--- src/rtl/ipsxe_floating_point_pkg.sv ---
// Shared floating-point definitions: rounding-mode codes and exponent-format helpers.
package ipsxe_floating_point_pkg;

  typedef enum logic [2:0] {
    RM_RNE = 3'd0,
    RM_RTZ = 3'd1,
    RM_RDN = 3'd2,
    RM_RUP = 3'd3,
    RM_RMM = 3'd4
  } rm_e;

  function automatic int unsigned fp_bias(input int unsigned ew);
    return (32'd1 << (ew - 32'd1)) - 32'd1;
  endfunction

  function automatic int unsigned fp_max_e(input int unsigned ew);
    return (32'd1 << ew) - 32'd2;
  endfunction

endpackage

--- src/rtl/ipsxe_floating_point_lzc_v1_1.sv ---
// Combinational leading-zero counter; an all-zero word returns WIDTH.
module ipsxe_floating_point_lzc_v1_1 #(
  parameter int unsigned WIDTH     = 49,
  parameter int unsigned CNT_WIDTH = 6
) (
  input  logic [WIDTH-1:0]     i_data,
  output logic [CNT_WIDTH-1:0] o_cnt_c
);

  // Scanning upward lets the highest set bit win.
  always_comb begin
    o_cnt_c = CNT_WIDTH'(WIDTH);
    for (int i = 0; i < int'(WIDTH); i++) begin
      if (i_data[i]) o_cnt_c = CNT_WIDTH'(int'(WIDTH) - 1 - i);
    end
  end

endmodule

--- src/rtl/ipsxe_floating_point_round_rm_v1_1.sv ---
// Three-stage normalise/round/pack back end for the FMA sum word, with
// per-transaction rounding mode, lock-step valid/ready pipeline and flags.
module ipsxe_floating_point_round_rm_v1_1
  import ipsxe_floating_point_pkg::*;
#(
  parameter int unsigned EXP_WIDTH = 8,
  parameter int unsigned MAN_WIDTH = 23,
  parameter int unsigned LZC_WIDTH = 6,
  parameter int unsigned W_USER    = 1
) (
  input  logic                                       i_clk,
  input  logic                                       i_rst,
  input  logic                                       i_aclken,
  input  logic                                       i_valid,
  output logic                                       o_ready,
  input  logic [(2*(MAN_WIDTH+1)+1)+EXP_WIDTH+1:0]   i_add_out,
  input  logic [2:0]                                 i_rm,
  input  logic [W_USER-1:0]                          i_user,
  output logic                                       o_valid,
  input  logic                                       i_ready,
  output logic [EXP_WIDTH+MAN_WIDTH:0]               o_rounded_float,
  output logic [W_USER-1:0]                          o_user,
  output logic                                       o_overflow,
  output logic                                       o_underflow,
  output logic                                       o_inexact
);

  localparam int unsigned MW2 = 2*(MAN_WIDTH+1)+1;
  localparam int unsigned EW2 = EXP_WIDTH+2;
  localparam int unsigned RW  = EW2+MAN_WIDTH;
  localparam int unsigned OW  = 1+EXP_WIDTH+MAN_WIDTH;
  localparam int unsigned LW1 = LZC_WIDTH+1;
  localparam logic [EW2-1:0]        BIAS_V  = EW2'(fp_bias(EXP_WIDTH));
  localparam logic signed [EW2-1:0] MAX_E_S = EW2'(fp_max_e(EXP_WIDTH));
  localparam logic signed [EW2-1:0] ONE_S   = EW2'(1);
  localparam logic [EXP_WIDTH-1:0]  MAX_E_F = EXP_WIDTH'(fp_max_e(EXP_WIDTH));

  logic w_adv;
  assign w_adv   = i_aclken & (~o_valid | i_ready);
  assign o_ready = w_adv;

  // S1: split input word and count leading zeros
  logic                 w_sign0;
  logic [EXP_WIDTH:0]   w_exp0;
  logic [MW2-1:0]       w_man0;
  logic [LZC_WIDTH-1:0] w_lz0;
  assign {w_sign0, w_exp0, w_man0} = i_add_out;

  ipsxe_floating_point_lzc_v1_1 #(.WIDTH(MW2), .CNT_WIDTH(LZC_WIDTH)) u_lzc (
    .i_data  (w_man0),
    .o_cnt_c (w_lz0)
  );

  logic                 r_v1, r_sign1;
  logic [EXP_WIDTH:0]   r_exp1;
  logic [MW2-1:0]       r_man1;
  logic [LZC_WIDTH-1:0] r_lz1;
  logic [2:0]           r_rm1;
  logic [W_USER-1:0]    r_user1;

  always_ff @(posedge i_clk) begin
    if (i_rst) begin
      r_v1 <= 1'b0; r_sign1 <= 1'b0; r_exp1 <= '0; r_man1 <= '0;
      r_lz1 <= '0; r_rm1 <= '0; r_user1 <= '0;
    end else if (w_adv) begin
      r_v1 <= i_valid; r_sign1 <= w_sign0; r_exp1 <= w_exp0; r_man1 <= w_man0;
      r_lz1 <= w_lz0; r_rm1 <= i_rm; r_user1 <= i_user;
    end
  end

  // S2: shift out the hidden one, extract G/S, compute the biased exponent
  logic [LW1-1:0] w_shamt;
  logic [MW2-1:0] w_norm;
  logic [EW2-1:0] w_e1;
  assign w_shamt = {1'b0, r_lz1} + LW1'(1);
  assign w_norm  = r_man1 << w_shamt;
  assign w_e1    = EW2'(r_exp1) + EW2'(2) - EW2'(r_lz1) - BIAS_V;

  logic                 r_v2, r_sign2, r_g2, r_s2, r_zero2;
  logic [EW2-1:0]       r_e2;
  logic [MAN_WIDTH-1:0] r_frac2;
  logic [2:0]           r_rm2;
  logic [W_USER-1:0]    r_user2;

  always_ff @(posedge i_clk) begin
    if (i_rst) begin
      r_v2 <= 1'b0; r_sign2 <= 1'b0; r_g2 <= 1'b0; r_s2 <= 1'b0; r_zero2 <= 1'b0;
      r_e2 <= '0; r_frac2 <= '0; r_rm2 <= '0; r_user2 <= '0;
    end else if (w_adv) begin
      r_v2    <= r_v1;
      r_sign2 <= r_sign1;
      r_g2    <= w_norm[MW2-1-MAN_WIDTH];
      r_s2    <= |w_norm[MW2-2-MAN_WIDTH:0];
      r_zero2 <= (r_man1 == '0);
      r_e2    <= w_e1;
      r_frac2 <= w_norm[MW2-1 -: MAN_WIDTH];
      r_rm2   <= r_rm1;
      r_user2 <= r_user1;
    end
  end

  // S3: increment decision and whether overflow saturates to infinity
  logic w_inc, w_inf;
  always_comb begin
    w_inc = 1'b0;
    w_inf = 1'b1;
    case (r_rm2)
      RM_RTZ:  begin w_inc = 1'b0;                     w_inf = 1'b0;     end
      RM_RDN:  begin w_inc = r_sign2 & (r_g2 | r_s2);  w_inf = r_sign2;  end
      RM_RUP:  begin w_inc = ~r_sign2 & (r_g2 | r_s2); w_inf = ~r_sign2; end
      RM_RMM:  begin w_inc = r_g2;                     w_inf = 1'b1;     end
      default: begin w_inc = r_g2 & (r_s2 | r_frac2[0]); w_inf = 1'b1;   end
    endcase
  end

  logic [RW-1:0]         w_sum;
  logic signed [EW2-1:0] w_re;
  logic                  w_ovf, w_unf, w_inx;
  logic [OW-1:0]         w_res;
  assign w_sum = {r_e2, r_frac2} + RW'(w_inc);
  assign w_re  = w_sum[RW-1 -: EW2];
  assign w_ovf = ~r_zero2 & (w_re > MAX_E_S);
  assign w_unf = ~r_zero2 & (w_re < ONE_S);
  assign w_inx = ~r_zero2 & (r_g2 | r_s2 | w_ovf | w_unf);

  always_comb begin
    w_res = {r_sign2, w_re[EXP_WIDTH-1:0], w_sum[MAN_WIDTH-1:0]};
    if (r_zero2 || w_unf)
      w_res = {r_sign2, {(OW-1){1'b0}}};
    else if (w_ovf)
      w_res = w_inf ? {r_sign2, {EXP_WIDTH{1'b1}}, {MAN_WIDTH{1'b0}}}
                    : {r_sign2, MAX_E_F, {MAN_WIDTH{1'b1}}};
  end

  logic              r_v3, r_ovf3, r_unf3, r_inx3;
  logic [OW-1:0]     r_res3;
  logic [W_USER-1:0] r_user3;

  always_ff @(posedge i_clk) begin
    if (i_rst) begin
      r_v3 <= 1'b0; r_ovf3 <= 1'b0; r_unf3 <= 1'b0; r_inx3 <= 1'b0;
      r_res3 <= '0; r_user3 <= '0;
    end else if (w_adv) begin
      r_v3 <= r_v2; r_ovf3 <= w_ovf; r_unf3 <= w_unf; r_inx3 <= w_inx;
      r_res3 <= w_res; r_user3 <= r_user2;
    end
  end

  assign o_valid         = r_v3;
  assign o_rounded_float = r_res3;
  assign o_user          = r_user3;
  assign o_overflow      = r_ovf3;
  assign o_underflow     = r_unf3;
  assign o_inexact       = r_inx3;

endmodule

--- config.mk ---
export PLATFORM = sky130hd
export DESIGN_NAME = ipsxe_floating_point_round_rm_v1_1
export DESIGN_NICKNAME = d
export VERILOG_FILES = /design/src/rtl/ipsxe_floating_point_pkg.sv /design/src/rtl/ipsxe_floating_point_lzc_v1_1.sv /design/src/rtl/ipsxe_floating_point_round_rm_v1_1.sv
export SDC_FILE = /design/constraint.sdc
export NUM_CORES = 1
export LEC_CHECK = 0
export ABC_AREA = 1
export BUFFER_PORTS_ARGS = -buffer_cell sky130_fd_sc_hd__buf_4
export CAP_MARGIN = 40
export CORE_MARGIN = 2
export CORE_UTILIZATION = 60
export DETAILED_ROUTE_END_ITERATION = 10
export MAX_ROUTING_LAYER = met4
export PLACE_DENSITY = 0.81
export SYNTH_ARGS = -nofsm -noshare
export SYNTH_HDL_FRONTEND = slang
export SYNTH_SLANG_ARGS = --single-unit
export TNS_END_PERCENT = 20
--- constraint.sdc ---
create_clock -name i_clk -period 5.3 [get_ports i_clk]
set_input_delay 0.265 -clock i_clk [delete_from_list [all_inputs] [get_ports i_clk]]
set_output_delay 0.265 -clock i_clk [all_outputs]
set_load 0.01 [all_outputs]
=== Yosys cells after proc, flatten, opt, wreduce, memory -nomap -nowiden ===
Cells that the tools add are included.

* Output and inout bits: 38
* Register bits: 149
* Memory bits (writable): 0
* Bits in latches: 0
* Memories: 0
* Bits in read-only memories: 0
* Bits of input ports: 68

* Mux-type cells: 54
* Reductions and logical operators: 3
* Divide/modulo/power cells: 0
* Add/sub/neg operators: 5
* Order comparisons: 2
* Multiply operators: 0
* Shifts and indexed selects: 1
* Bitwise logic cells: 15
* Equality and inequality tests: 4

{| class="wikitable"
|+ Operators by type and width
! operator !! number
|-
| $mux 6 || 32
|-
| $mux 5 || 16
|-
| $mux 31 || 2
|-
| $logic_not 49->1 || 1
|-
| $shl 49x7->49 || 1
|-
| $add 33x1->33 || 1
|-
| $reduce_or 25->1 || 1
|-
| $mux 24 || 1
|-
| $add 9x2->10 const B || 1
|-
| $gt 10x9->1 const B || 1
|-
| $lt 10x2->1 const B || 1
|-
| $sub 10x6->10 || 1
|-
| $sub 10x7->10 const B || 1
|-
| $add 6x1->7 const B || 1
|-
| $and 1x1->1 || 7
|-
| $eq 3x2->1 const B || 2
|-
| $or 1x1->1 || 5
|-
| $pmux 1 s4 || 1
|-
| $eq 3x1->1 const B || 1
|-
| $eq 3x3->1 const B || 1
|-
| $not 1->1 || 3
|-
| $pmux 1 s3 || 1
|-
| $logic_or 1x1->1 || 1
|-
| $mux 1 || 1
|}

=== Logic depth before layout (Yosys ltp) ===
Gate-level depths: netlist of the first run.

* Depth after elaboration: 49
* Depth in mapped cells: 50
* Gate-level depth less buffers: 50

=== Hierarchy ===
From an unflattened synthesis of the first run, not the netlist that was laid out.

* Cell total of the unflattened synthesis: 1,728
* Area, all modules: 10,378.7 sq um

{| class="wikitable"
|+ Modules (own cells, without submodules)
! module !! area each (sq um) !! sequential area each (sq um) !! instances !! cells an instance
|-
| ipsxe_floating_point_round_rm_v1_1 || 9,669.3 || 2,982.9 || 1 || 1,565
|-
| ipsxe_floating_point_lzc_v1_1 || 709.4 || 0.0 || 1 || 163
|}

=== Worst setup path before layout of the first run ===
No wires, ideal clock.

* Path kind: register to register
* Start point: register r_rm2[0]
* End point: register r_res3[16], in the netlist o_rounded_float[16]
* Library setup time: 0.133 ns
* Data arrival time: 4.006 ns
* Stages on the path, launching flop included: 30
* Path slack: 1.161 ns
* Path buffers: 1
* Cell sequence: dfxtp_1 -> nor2_1 -> or2_2 -> a21oi_1 -> ha_1 -> ha_1 -> nand2_1 -> nor2_1 -> inv_1 -> nor2_2 -> nand4_2 -> nor3_2 -> nand2_2 -> nor3_2 -> nand3_1 -> nor2_2 -> nand4_2 -> nor3_2 -> inv_2 -> nor2_1 -> nand3_1 -> xor2_2 -> nand3_1 -> o31ai_2 -> nor3_4 -> nand2_2 -> inv_2 -> buf_6 -> o31ai_2 -> a21oi_2

* Word-level cells in the longest chain between the ends: 7
* Elaborated cells between the ends (all ways): 15
* Those cells by class: 1 x add/sub; 2 x order compare; 4 x eq/ne; 5 x mux; 2 x bitwise; 1 x reduce/logical

{| class="wikitable"
|+ RTL lines
! what !! RTL line !! text
|-
| start: declaration || ipsxe_floating_point_round_rm_v1_1.sv:82 || <nowiki>logic [2:0] r_rm2;</nowiki>
|-
| start signal: assignment || ipsxe_floating_point_round_rm_v1_1.sv:97 || <nowiki>r_rm2 <= r_rm1;</nowiki>
|-
| $eq 3x3->1 (tied with other cells) || ipsxe_floating_point_round_rm_v1_1.sv:107 || <nowiki>case (r_rm2)</nowiki>
|-
| $pmux 1 s4 || ipsxe_floating_point_round_rm_v1_1.sv:107 ||
|-
| $add 33x1->33 || ipsxe_floating_point_round_rm_v1_1.sv:120 || <nowiki>assign w_sum = {r_e2, r_frac2} + RW'(w_inc);</nowiki>
|-
| $gt 10x9->1 / $lt 10x2->1 (equally long branches) || ipsxe_floating_point_round_rm_v1_1.sv:122, ipsxe_floating_point_round_rm_v1_1.sv:123 ||
|-
| $and 1x1->1 (on tied branches) || ipsxe_floating_point_round_rm_v1_1.sv:122, ipsxe_floating_point_round_rm_v1_1.sv:123 ||
|-
| $mux 31 / $logic_or 1x1->1 (equally long branches) || ipsxe_floating_point_round_rm_v1_1.sv:130, ipsxe_floating_point_round_rm_v1_1.sv:128 ||
|-
| $mux 31 (*) || ipsxe_floating_point_round_rm_v1_1.sv:128 || <nowiki>if (r_zero2 || w_unf)</nowiki>
|-
| end signal: assignment || ipsxe_floating_point_round_rm_v1_1.sv:145 || <nowiki>r_res3 <= w_res; r_user3 <= r_user2;</nowiki>
|-
| end: declaration || ipsxe_floating_point_round_rm_v1_1.sv:136 || <nowiki>logic [OW-1:0] r_res3;</nowiki>
|}

Every way passes the cells marked *; elsewhere a longest branch is shown, timed or not.
A chain may end at the register's enable or synchronous reset.

=== Worst setup path after layout of the first run ===
* Start point: register r_rm2[0]
* End point: register r_res3[1], in the netlist o_rounded_float[1]

Same word-level chain as after synthesis.

==> key figures, run 1 <==
Logic synthesis
  – Synth Warn #: 0
  – Mapped Avg Cell Area: 6.43 sq um
  – Net Count, Synth: 1,592
  – Post-synthesis register bit count: 149
  – Top_reg_cell synth: dfxtp_1
  – Mapped Cells: 1,507
  – Post-synth EDFFs: 0
  – Seq/Total Area, Yosys: 30.8%
  – Yosys cell types: 52
  – Cell Area, Synth: 9700 sq um
  – Async SR Flop Fraction: 0%

Final layout
  – Fill cell count: 1,429
  – Footprint of the multi-input gates: 5740 sq um
  – Layout cell share with drive strength beyond 1: 13.1%
  – Area Growth Syn to Fin: 15.9%
  – Reg area: 2980 sq um
  – Nets: 1,642
  – # diodes: 0
  – Layout Utilization: 71.0%

Power and ir drop
  – Peak supply drop: 244 uV
  – Internal power: 2.29 mW
  – Switching Share: 30.6%
  – NetSw: 1.01 mW
  – Leak pwr: 5.07 nW
  – Seq pwr share: 38.3%
  – PD cells: 294 nW/um^2
  – Comb power frac: 21.6%
  – Clock network power share: 40.1%

Clock tree
  – CTS H-tree lvls: 4
  – CTS clk-pin slew, worst paths: 60 ps
  – CTS Buf Count: 17
  – CTS tree: done
  – Clock Path Buffers: 2
  – Later-pin clock latency in the skew report: 430 ps
  – Clock root buffer: clkbuf_16
  – CTS sink cnt: 149

Setup path
  – WP data required: 5580 ps
  – WP depth: 30
  – CP Capture Type: flop
  – Max FO, Critical Path: 23
  – Top cell by count, worst path: o21ai_1
  – Crit path kind: flop to flop
  – WP buf/inv: 4
  – Largest delay contributor family on the critical path: simple AND/OR/NAND/NOR gates
  – Slowest library cell on the worst path: dfxtp_1
  – Worst setup SP type: flop
  – Reg2reg path depth: 30
  – Largest stage delay, worst path: 360 ps
  – Critical Path AT: 5010 ps

GRT
  – Antenna violations before repair: 0
  – First-pass GRT wire length: 43,000 um
  – Total grt overflow: 0
  – Largest net degree at the start of global routing: 102
  – Number of global-route vias before repair: 8,966
  – Total track usage: 30.8%

Place
  – HPWL Detailed: 19,000 um
  – Pre-CTS setup slack: 316 ps
  – IO Port Bufs: 105
  – Routability Congestion: 0.948

Floorplanning
  – Die Y: 131 um
  – Initial core utilization: 61.3%
  – Die X: 131 um
  – IO Pins: 106
  – Core area: 15,800 sq um
  – Die area: 17,200 sq um
  – Placement row count: 46

Routing
  – DRC: 0
  – DRT Pass-1 Iters: 6
  – Final ANT Viol Nets: 0
  – DR vias: 9,884
  – Starting DRC count in detailed routing: 806
  – Routed WL: 25,600 um
  – Number of vias per cell: 5.53
  – Avg WL per Cell: 14.3 um

Timing
  – RSZ-0062 raised after global routing: false
  – Slew @ Worst Pin: 965 ps
  – Final WS setup: 564 ps
  – Setup_tns: 0 ps
  – Skew final: 6.61 ps
  – Max Clk Rate: 211 MHz
  – Slew Limit Fails: 0
  – Slew headroom: 35.4%
  – Final min period: 4740 ps
  – Final period util: 89.4%
  – Final setup viols: 0
  – Final hold violations: 0

Worst hold path
  – Hold Crit Class: input pin to flop
  – Hold path depth: 3

Status
  – Status: completed

Run
  – Max-cap violation count: 0
## power groups by stage
stage	registers, mW	logic, mW	clock network, mW
2_1_floorplan	1.28	0.487	0
3_3_place_gp	1.29	0.685	0
3_5_place_dp	1.29	0.699	0
4_1_cts	1.27	0.704	1.34
5_1_grt	1.28	0.808	1.39
6_report	1.27	0.714	1.32
## cell usage in the layout (no fill, tap or decap), drive strengths merged, types with 3 or more instances in the layout
| master | n |
|---|---|
| inv | 179 |
| mux2i | 54 |
| o31ai | 8 |
| clkinv | 6 |
| o211ai | 3 |
| a211oi | 3 |
| clkbuf | 19 |
| o21ai | 237 |
| o22ai | 5 |
| nand4 | 21 |
| xnor2 | 5 |
| o221ai | 4 |
| or2 | 7 |
| ha | 16 |
| nor3 | 17 |
| nor2 | 108 |
| bufinv | 4 |
| nand3 | 34 |
| nor4 | 12 |
| a21oi | 165 |
| buf | 120 |
| nand2 | 355 |
| dfxtp | 149 |
| xor2 | 19 |
## metal layers
| layer | vias to the layer above | routed length, um | track usage [%] |
|---|---|---|---|
| met2 | 266 | 11800 | 48.5 |
| met4 | 0 | 344 | 7.43 |
| li1 | 5087 | - | - |
| met1 | 4504 | 12200 | 41.8 |
| met5 | - | 0 | - |
| met3 | 27 | 1290 | 4.75 |
## what timing repair did
item,CTS,global route
hold buffers,0,0
endpoints found under the setup margin,0,24
gates resized for setup,0,6
setup buffers,0,1
## synth_stat cells (2+ instances only)
master | count | area share, %
nand2_1 | 351 | 14
o21ai_0 | 229 | 12
inv_1 | 168 | 6.5
a21oi_1 | 160 | 8.3
dfxtp_1 | 149 | 31
nor2_1 | 102 | 3.9
clkbuf_1 | 75 | 2.9
mux2i_1 | 54 | 5.6
nand3_1 | 32 | 1.7
nand4_1 | 18 | 1.2
xor2_1 | 18 | 1.6
ha_1 | 16 | 2.1
nor3_1 | 12 | 0.62
nor4_1 | 12 | 0.77
buf_1 | 11 | 0.43
inv_2 | 7 | 0.27
or2_2 | 7 | 0.45
nor2_2 | 6 | 0.39
a21oi_2 | 5 | 0.45
o22ai_1 | 5 | 0.32
o31ai_1 | 5 | 0.39
xnor2_1 | 5 | 0.45
nand2_2 | 4 | 0.26
o21ai_1 | 4 | 0.21
o21ai_2 | 4 | 0.36
o221ai_1 | 4 | 0.36
a211oi_1 | 3 | 0.23
nand4_2 | 3 | 0.39
nor3_2 | 3 | 0.31
o211ai_1 | 3 | 0.23
o31ai_2 | 3 | 0.39
a221oi_1 | 2 | 0.18
a311oi_1 | 2 | 0.18
a31oi_1 | 2 | 0.13
buf_6 | 2 | 0.23
clkinv_1 | 2 | 0.077
nand3_2 | 2 | 0.21
nor3_4 | 2 | 0.34
nor3b_2 | 2 | 0.26
## worst register-to-register path, delay by kind of cell, from the launching register on
family | cells | cell delay [ps]
AOI/OAI and AO/OA | 7 | 940
adders and majority gates | 2 | 410
buffers and inverters | 4 | 410
DFF | 1 | 360
and+or+nand+nor | 17 | 2490
## per-stage QoR
stage | hold slack (ps) | std cells | instance area [sq um] | total power, mW
floorplan | 413 | 1507 | 9700 | 1.77
global placement | 454 | 1752 | 10500 | 1.97
detailed placement | 457 | 1753 | 10600 | 1.99
CTS | 81.6 | 1785 | 11200 | 3.31
global route | 106 | 1786 | 11200 | 3.47
finish | 86.9 | 1786 | 11200 | 3.31
## area by class of cell
cell class	instances	area share, %
multi-input cells	1092	51.1
well taps	216	2.41
clock buffers	19	4.03
inverters	177	5.96
flip-flops and latches	149	26.6
repair buffers	120	8.20
clock inverters	13	1.74
## registers in the layout, summed over array words and instances, names as in the netlist
name and count:
r_g2 1, r_e2 10, o_rounded_float 32, o_underflow 1
o_inexact 1, r_sign2 1, r_v2 1, r_lz1 6
r_s2 1, o_valid 1, o_overflow 1, r_v1 1
r_rm2 3, r_rm1 3, r_user1 1, r_zero2 1
r_user2 1, o_user 1, r_exp1 9, r_man1 49
r_sign1 1, r_frac2 23
## kinds of logic (layout without fill, tap and decap cells)
group / count (synthesis) / in the layout / share of synthesized area (%)
compound gates: 439 / 439 / 24.2
xor+xnor: 24 / 24 / 2.25
fa+ha+maj: 17 / 17 / 2.27
buf+inv: 266 / 329 / 10.5
flops: 149 / 149 / 30.8
mux: 54 / 54 / 5.57
simple gates: 558 / 558 / 24.5
## path summary, 6_finish.rpt
kind	startpoint	endpoint	slack (ps)
setup / recovery	r_rm2[0]	o_rounded_float[1]	560
setup reg to reg	r_rm2[0]	o_rounded_float[1]	560
hold reg to reg	o_rounded_float[20]	o_rounded_float[20]	460
hold / removal	i_rm[2]	r_rm1[2]	90
Note: power is estimated with default switching activity, not from simulation.
==> inputs of run 2 (changes only) <==
--- a/config.mk
+++ b/config.mk
@@ -6,11 +6,11 @@
 export NUM_CORES = 1
 export LEC_CHECK = 0
 export ABC_AREA = 1
-export BUFFER_PORTS_ARGS = -buffer_cell sky130_fd_sc_hd__buf_4
 export CAP_MARGIN = 40
 export CORE_MARGIN = 2
-export CORE_UTILIZATION = 60
+export CORE_UTILIZATION = 65
 export DETAILED_ROUTE_END_ITERATION = 10
+export DONT_BUFFER_PORTS = 1
 export MAX_ROUTING_LAYER = met4
 export PLACE_DENSITY = 0.81
 export SYNTH_ARGS = -nofsm -noshare
==> run 2 against run 1 <==
  * The flow now finishes with violations (negative hold slack)
  * Worst setup slack worse by 86 ps
  * First-iteration DRC count shrank 9.7%
  * Critical path depth did not move
  * Cell area shrank 7.0%
  * Sequential share of layout area rose by 2.0 points
  * Clock power down 3%
  * Final cell count is 7.2% lower
  * Clock skew is 5.5 ps higher
  * Total power shrank 3.5%
  * Via count shrank 3.6%
  * Register-to-register slack got worse by 90 ps
==> key figures, run 2 (same netlist as run 1, synthesis figures left out) <==
Clock tree
  – Clock root buffer: clkbuf_16
  – CTS clk-pin slew, worst paths: 70 ps (about the same)
  – CTS sink cnt: 149 (unchanged)
  – CTS tree: done
  – Clock Path Buffers: 2 (unchanged)
  – CTS H-tree lvls: 4 (unchanged)
  – Later-pin clock latency in the skew report: 440 ps (about the same)
  – CTS Buf Count: 17 (unchanged)

Final layout
  – Area Growth Syn to Fin: 7.81%
  – Most frequent cells in the layout: 351 x nand2_1, 229 x o21ai_0, 167 x inv_1
  – Layout cell share with drive strength beyond 1: 6.72% (-6.3 points)
  – # diodes: 0 (unchanged)
  – Nets: 1,545 (-5.9%)
  – Largest Register: r_man1
  – Most common cell after layout, fill and taps aside: nand2_1
  – Max FFs per register: 49 (unchanged)

Setup path
  – Critical Path AT: 5130 ps (+120 ps)
  – CP Capture Type: flop
  – Top cell by count, worst path: o21ai_1
  – Largest stage delay, worst path: 370 ps (about the same)
  – Max FO, Critical Path: 23 (unchanged)
  – Worst setup SP type: flop
  – WP data required: 5610 ps (+30 ps)
  – Crit path kind: flop to flop
  – Slowest library cell on the worst path: dfxtp_1

Timing
  – Final period util: 91.0% (+1.6 points)
  – Max Clk Rate: 207 MHz (-1.8%)
  – Final WS setup: 477 ps (-86.3 ps)
  – Slew Limit Fails: 0 (unchanged)
  – Final setup viols: 0 (unchanged)
  – Slew headroom: 38.0% (+2.6 points)
  – Worst hold slack: -4.28 ps (-91.2 ps)
  – Skew final: 12.1 ps (+5.49 ps)
  – Final hold violations: 1 (+1)
  – Final min period: 4820 ps (+86.3 ps)
  – Slew @ Worst Pin: 927 ps (-38.2 ps)

GRT
  – Antenna violations before repair: 0 (unchanged)
  – Busiest grt layer: met2
  – Met2 usage: 50.3% (+1.8 points)
  – Total grt overflow: 0 (unchanged)
  – Largest net degree at the start of global routing: 104 (+2.0%)
  – Met3 Usage GRT: 4.89% (+0.14 points)
  – Number of global-route vias before repair: 8,593 (-4.2%)
  – Total track usage: 32.4% (+1.7 points)
  – First-pass GRT wire length: 41,300 um (-4.1%)
  – GR Util met1: 44.3% (+2.5 points)

Routing
  – Final ANT Viol Nets: 0 (unchanged)
  – DR vias: 9,525 (-3.6%)
  – DRC: 0 (unchanged)
  – Starting DRC count in detailed routing: 728 (-9.7%)
  – DRT Pass-1 Iters: 6 (unchanged)
  – Number of vias per cell: 5.75 (+3.9%)
  – Avg WL per Cell: 15.0 um (+4.6%)
  – Routed WL: 24,800 um (-2.9%)

Floorplanning
  – Core area: 14,500 sq um (-8.2%)
  – IO Pins: 106 (unchanged)
  – Die area: 15,900 sq um (-7.5%)
  – Die Y: 126 um (-3.8%)
  – Initial core utilization: 66.7% (+5.5 points)
  – Die X: 126 um (-3.8%)
  – Placement row count: 44 (-4.3%)

Power and ir drop
  – Switching Share: 31.7% (+1.1 points)
  – Comb power frac: 19.8% (-1.8 points)
  – Clock network power share: 40.2% (about the same)
  – Pwr Total: 3.19 mW (-3.5%)
  – Leak pwr: 4.54 nW (-10%)
  – PD cells: 305 nW/um^2 (+3.8%)
  – Seq pwr share: 40.0% (+1.7 points)
  – NetSw: 1.01 mW (+0.11%)
  – Internal power: 2.18 mW (-5.1%)
  – Peak supply drop: 272 uV (+12%)

Status
  – Failing checks: negative hold slack
  – Status: finished with violations

Run
  – Max-cap violation count: 0 (unchanged)

Place
  – Pre-CTS setup slack: 413 ps (+96.4 ps)
  – Routability Congestion: 0.970 (+2.4%)
  – HPWL Detailed: 18,000 um (-5.6%)
  – IO Port Bufs: 0 (-100%)

Worst hold path
  – Hold Crit Class: input pin to flop
-- run 2: layout make-up --
cell class	count	area [sq um]
Multi-Input combinational cell	1092	5740
Fill cell	1254	4080
Sequential cell	149	2980
Inverter	177	669
Clock buffer	18	429
Tap cell	184	230
Timing Repair Buffer	23	213
Clock inverter	14	190
-- run 2: path summary, 6_finish.rpt --
| path | startpoint | endpoint | slack (ps) | depth (start not counted) |
|---|---|---|---|---|
| worst max-delay path | r_rm2[0] | o_rounded_float[0] | 480 | 30 |
| worst min-delay path | i_valid | r_v1 | -4 | 2 |
| worst max register to register | r_rm2[0] | o_rounded_float[0] | 480 | 30 |
| worst min register to register | r_lz1[4] | r_lz1[4] | 460 | 2 |
-- run 2: worst max-delay path: cells and delay by family, from the launching register on --
kind / cells / cell delay (ps)
flip-flops: 1 / 370
AND/OR/NAND/NOR: 17 / 2580
buffers and inverters: 4 / 390
AO/OA/AOI/OAI: 7 / 920
adder cells (fa/ha/maj): 2 / 430
-- run 2: what timing repair did --
item,in CTS,in global routing
setup buffers,0,1
resized for setup,0,5
setup endpoints to repair,0,23
hold buffers,9,0
hold endpoints to repair,77,0
-- run 2: power by group through the flow --
stage / logic [mW] / clock network (mW) / registers, mW
6_report: 0.633 / 1.28 / 1.28
5_1_grt: 0.722 / 1.34 / 1.29
4_1_cts: 0.623 / 1.29 / 1.27
3_5_place_dp: 0.603 / 0 / 1.30
3_3_place_gp: 0.595 / 0 / 1.30
2_1_floorplan: 0.487 / 0 / 1.28
-- run 2: per-stage QoR --
stage	area, sq um	utilization, %	setup TNS [ps]	hold slack, ps	std cells
after floorplan	9700	-	0	413	1507
after global placement	9700	66.8	0	339	1615
after detailed placement	9700	66.8	0	337	1615
after CTS	10400	71.8	0	0.213	1656
after global routing	10500	71.9	-476	25.6	1657
final	10500	71.9	0	-4.28	1657
-- run 2: per-layer routing --
metal	vias up	share of wire (%)
li1	4888	-
met1	4337	47
met2	263	46
met3	37	5.5
met4	0	1.3
met5	-	0
